<file path="config.mk">
export PLATFORM = sky130hd
export DESIGN_NAME = acc_instr_queue
export DESIGN_NICKNAME = d
export VERILOG_FILES = /design/src/rtl/acc_pkg.sv /design/src/rtl/acc_instr_queue.sv
export SDC_FILE = /design/constraint.sdc
export NUM_CORES = 1
export LEC_CHECK = 0
export BUFFER_PORTS_ARGS = -buffer_cell sky130_fd_sc_hd__buf_4
export CAP_MARGIN = 20
export CELL_PAD_IN_SITES_DETAIL_PLACEMENT = 0
export CELL_PAD_IN_SITES_GLOBAL_PLACEMENT = 1
export CORE_UTILIZATION = 54
export CTS_BUF_LIST = sky130_fd_sc_hd__clkbuf_16
export DETAILED_ROUTE_END_ITERATION = 10
export GPL_TIMING_DRIVEN = 0
export PLACE_DENSITY = 0.83
export SLEW_MARGIN = 20
export SYNTH_ARGS = -nofsm -noshare
export SYNTH_HDL_FRONTEND = slang
export SYNTH_SLANG_ARGS = --single-unit
</file>
<file path="constraint.sdc">
create_clock -name clk_i -period 5 [get_ports clk_i]
set_input_delay 1 -clock clk_i [delete_from_list [all_inputs] [get_ports clk_i]]
set_output_delay 1 -clock clk_i [all_outputs]
set_load 0.005 [all_outputs]
</file>
<file path="src/rtl/acc_pkg.sv">
// Shared accelerator types: instruction word and queue sizing.
package acc_pkg;

    localparam int unsigned ACC_IQ_DEPTH = 4;

    typedef enum logic [1:0] {
        ACC_OP_MAC,
        ACC_OP_LD,
        ACC_OP_ST,
        ACC_OP_CFG
    } acc_op_e;

    typedef struct packed {
        acc_op_e     op;
        logic [4:0]  rd;
        logic [31:0] rs1;
        logic [31:0] rs2;
    } acc_instr_t;

endpackage

</file>
<file path="src/rtl/acc_instr_queue.sv">
// In-order instruction buffer between the CPU issue port and acc_ctl.
// Head entry falls through to the controller; status feeds CPU fencing.
module acc_instr_queue
    import acc_pkg::*;
#(
    parameter int unsigned DEPTH = ACC_IQ_DEPTH,
    parameter int unsigned CNT_W = $clog2(DEPTH) + 1
) (
    input  logic             clk_i,
    input  logic             rst_ni,
    input  acc_instr_t       instr_i,
    input  logic             instr_valid_i,
    output logic             instr_ready_o,
    output acc_instr_t       acc_instr_o,
    output logic             acc_instr_valid_o,
    input  logic             acc_ready_i,
    input  logic             acc_busy_i,
    input  logic             flush_i,
    output logic [CNT_W-1:0] count_o,
    output logic             full_o,
    output logic             empty_o,
    output logic             idle_o
);

    localparam int unsigned PTR_W = $clog2(DEPTH);

    acc_instr_t       mem_q [DEPTH];
    acc_instr_t       mem_d [DEPTH];
    logic [PTR_W-1:0] wptr_q, wptr_d;
    logic [PTR_W-1:0] rptr_q, rptr_d;
    logic [CNT_W-1:0] cnt_q, cnt_d;
    logic             push;
    logic             pop;

    assign full_o            = (cnt_q == CNT_W'(DEPTH));
    assign empty_o           = (cnt_q == '0);
    assign count_o           = cnt_q;
    assign instr_ready_o     = rst_ni & ~full_o & ~flush_i;
    assign acc_instr_valid_o = ~empty_o;
    assign acc_instr_o       = mem_q[rptr_q];
    assign idle_o            = empty_o & ~acc_busy_i;

    assign push = instr_valid_i & instr_ready_o;
    assign pop  = acc_instr_valid_o & acc_ready_i;

    always_comb begin
        wptr_d = wptr_q;
        rptr_d = rptr_q;
        cnt_d  = cnt_q;
        if (flush_i) begin
            // flush wins over a same-cycle pop
            wptr_d = '0;
            rptr_d = '0;
            cnt_d  = '0;
        end else begin
            if (push) wptr_d = wptr_q + PTR_W'(1);
            if (pop)  rptr_d = rptr_q + PTR_W'(1);
            if (push && !pop) cnt_d = cnt_q + CNT_W'(1);
            if (pop && !push) cnt_d = cnt_q - CNT_W'(1);
        end
    end

    always_comb begin
        mem_d = mem_q;
        if (push) mem_d[wptr_q] = instr_i;
    end

    always_ff @(posedge clk_i or negedge rst_ni) begin
        if (!rst_ni) begin
            wptr_q <= '0;
            rptr_q <= '0;
            cnt_q  <= '0;
        end else begin
            wptr_q <= wptr_d;
            rptr_q <= rptr_d;
            cnt_q  <= cnt_d;
        end
    end

    // storage is deliberately left unreset
    always_ff @(posedge clk_i) begin
        mem_q <= mem_d;
    end

endmodule
</file>
==> flow_summary.toml <==
[sta]
rsz0062_at_grt = "false"
slew_headroom = 0.557
worst_hold_slack_ps = 287
fin_ws_ps = 1610
final.setup.tns_ps = 0
slew_viol_final = 0
fin_crit_ps = 3390
fin_worst_skew_ps = 7.58
report.final.hold_viol_count = 0
clock.fmax_mhz = 295
fin_crit_sh = 0.678
final-setup-viol-count = 0
worst_pin_slew_ps = 664

[grt]
grt_remaining_overflow = 0
grt_pass1_vias = 5102
gr-usage-all-layers = 0.189
grt_max_degree = 41
grt_pass1_wl_microns = 28500
antenna_found_initial = 0

[synthesis]
synth_mux_area_frac = 0.154
yosysSeqAreaShare = 0.812
synth.area.top_cells = "edfxtp_1, mux4_2, dfrtp_1"
synth_top_family_by_area = "multiplexers"
syn-instance-count = 422
yosys.area.top_type = "edfxtp_1"
synth_most_common_cell = "edfxtp_1"
yosys_most_used_dff = "edfxtp_1"
yosys_register_bits = 291
syn-num-nets = 504
syn_area_sq_um = 10700
synth-compound-area-share = 0.00269
syn_avg_cell_area_sq_um = 25.4
synthTopCellsByCount = "edfxtp_1, mux4_2, buf_2"
synthSimpleGateAreaFrac = 0.0131
synth.distinct_cells = 30
synth_fa_ha_area_frac = 0.00654
synth_xor_area_frac = 0.00315
ys_async_sr_fraction = 0.0241
synth-edff-count = 284
synth_top_area_frac = 0.796
yosysWarnings = 0

[floorplan]
fp.coreArea_sq_um = 19500
fp.dieArea_sq_um = 20400
io_pins = 156
die_h_microns = 143
initial_core_util = 0.551
rows = 51
die_w_microns = 143

[drt]
wire_per_inst_microns = 20.9
drc_errors = 0
vias = 4887
drt-total-wl_microns = 18800
antenna_left = 0
firstDrtPassIters = 4
via_per_inst = 5.44
dr.first_iter.drc_count = 292

[layout]
final_area_sq_um = 13200
insertedDiodeCount = 0
drive_above_1_share = 0.460
fin_nets = 693
area_growth_pct = 23.3
finalNonFillerCells = 898

[clock_tree]
cts_hold_buf = 0
post_cts_buffers = 0
htreeDepth = 1
clock_sinks = 291
cts_made_buffers = 28
clockBufferDepth = 3
cts.repair.resized = 0
cts_tree = "done"
cts-root-buf = "clkbuf_16"
insertion_delay_ps = 520
clkTransAtPathRegs_ps = 60

[setup_path]
crit_required_ps = 4000
worstRegToRegCells = 8
end_kind = "primary output"
path_cells = "clkbuf_1 > clkbuf_1 > mux4_2 > buf_4"
crit_fanout = 10
crit_arrival_ps = 2390
crit_top_cell = "clkbuf_1"
critPathKind = "register to primary output"
critPathLaunchType = "register"
slowest_delay_ps = 560
crit_path_top_delay_cell = "clkbuf_1"

[flow_run]
maxCapViolations = 0

[place]
pre_cts_slack_ps = 1950
hpwlAfterDp_microns = 11500
place_area_sq_um = 12300
gp_congestion = 0.737
dp_cells = 846
io_buffers = 155

[power_and_ir_drop]
leakage_uw = 0.00450
p_per_area_nw_per_um2 = 462
max-vdd-ir-drop_mv = 0.303

[status]
status = "finished clean"

[worst_hold_path]
hold_class = "input port to asynchronous set/reset pin"
## flip-flops by register name, indices dropped and copies added, names as in the netlist
register	flops
count_o	3
mem_q	284
rptr_q	2
wptr_q	2
## worst max-delay path, delay by kind of cell, from the launching register on
| family | cells | cell delay [ps] |
|---|---|---|
| flip-flops | 1 | 320 |
| buffers and inverters | 3 | 1120 |
| multiplexers | 1 | 430 |
## routing by layer
metal / vias up / GRT usage / share of wire
met5: - / 0 / 0
met4: 0 / 0.0396 / 0.013
met3: 26 / 0.0402 / 0.064
met2: 162 / 0.312 / 0.49
met1: 2521 / 0.264 / 0.43
li1: 2178 / - / -
## power breakdown
group	switching (uW)	internal [uW]
logic	557	768
registers	33.7	2760
clock network	835	1150
total	1430	4670
## path summary, 6_finish.rpt
check                                start  slack, ps         endpoint
worst max-delay path             rptr_q[1]       1610  acc_instr_o[54]
min in group clk_i               wptr_q[1]        620        wptr_q[1]
worst min-delay path                rst_ni        290       count_o[0]
max in group asynchronous           rst_ni       4580        wptr_q[1]
worst min register to register   wptr_q[1]        620        wptr_q[1]
worst max register to register  count_o[1]       2630       count_o[2]
## final cells by class
type | count | area [sq um]
Sequential cell | 291 | 8700
Tap cell | 265 | 332
Clock buffer | 29 | 726
Timing Repair Buffer | 159 | 1270
Multi-Input combinational cell | 110 | 1930
Buffer | 18 | 85.1
Fill cell | 1225 | 6250
Inverter | 3 | 11.3
Clock inverter | 23 | 155
## layout by cell type, fill, tap and decap left out, types with 4 or more instances in the layout
cell,n
clkbuf_1,7
inv_1,7
dfrtp_1,7
buf_2,8
clkbuf_16,29
buf_4,155
clkinv_1,6
and2_4,4
nor2_1,7
buf_16,4
clkinv_2,10
ha_1,4
edfxtp_1,284
mux4_2,71
## through the flow
stage	power [uW]	util
after CTS	6160	0.679
after detailed placement	4190	0.634
after floorplan	3590	-
after global placement	4170	0.628
after global routing	6350	0.679
final	6100	0.679
## kinds of logic (layout without fill, tap and decap cells)
| logic type | after synthesis | after routing |
|---|---|---|
| simple gates | 24 | 24 |
| buf+inv | 21 | 232 |
| fa+ha+maj | 5 | 5 |
| compound gates | 3 | 3 |
| xor+xnor | 3 | 3 |
| flops | 291 | 291 |
| mux | 75 | 75 |
No activity file was read; power rests on OpenSTA's default activity.
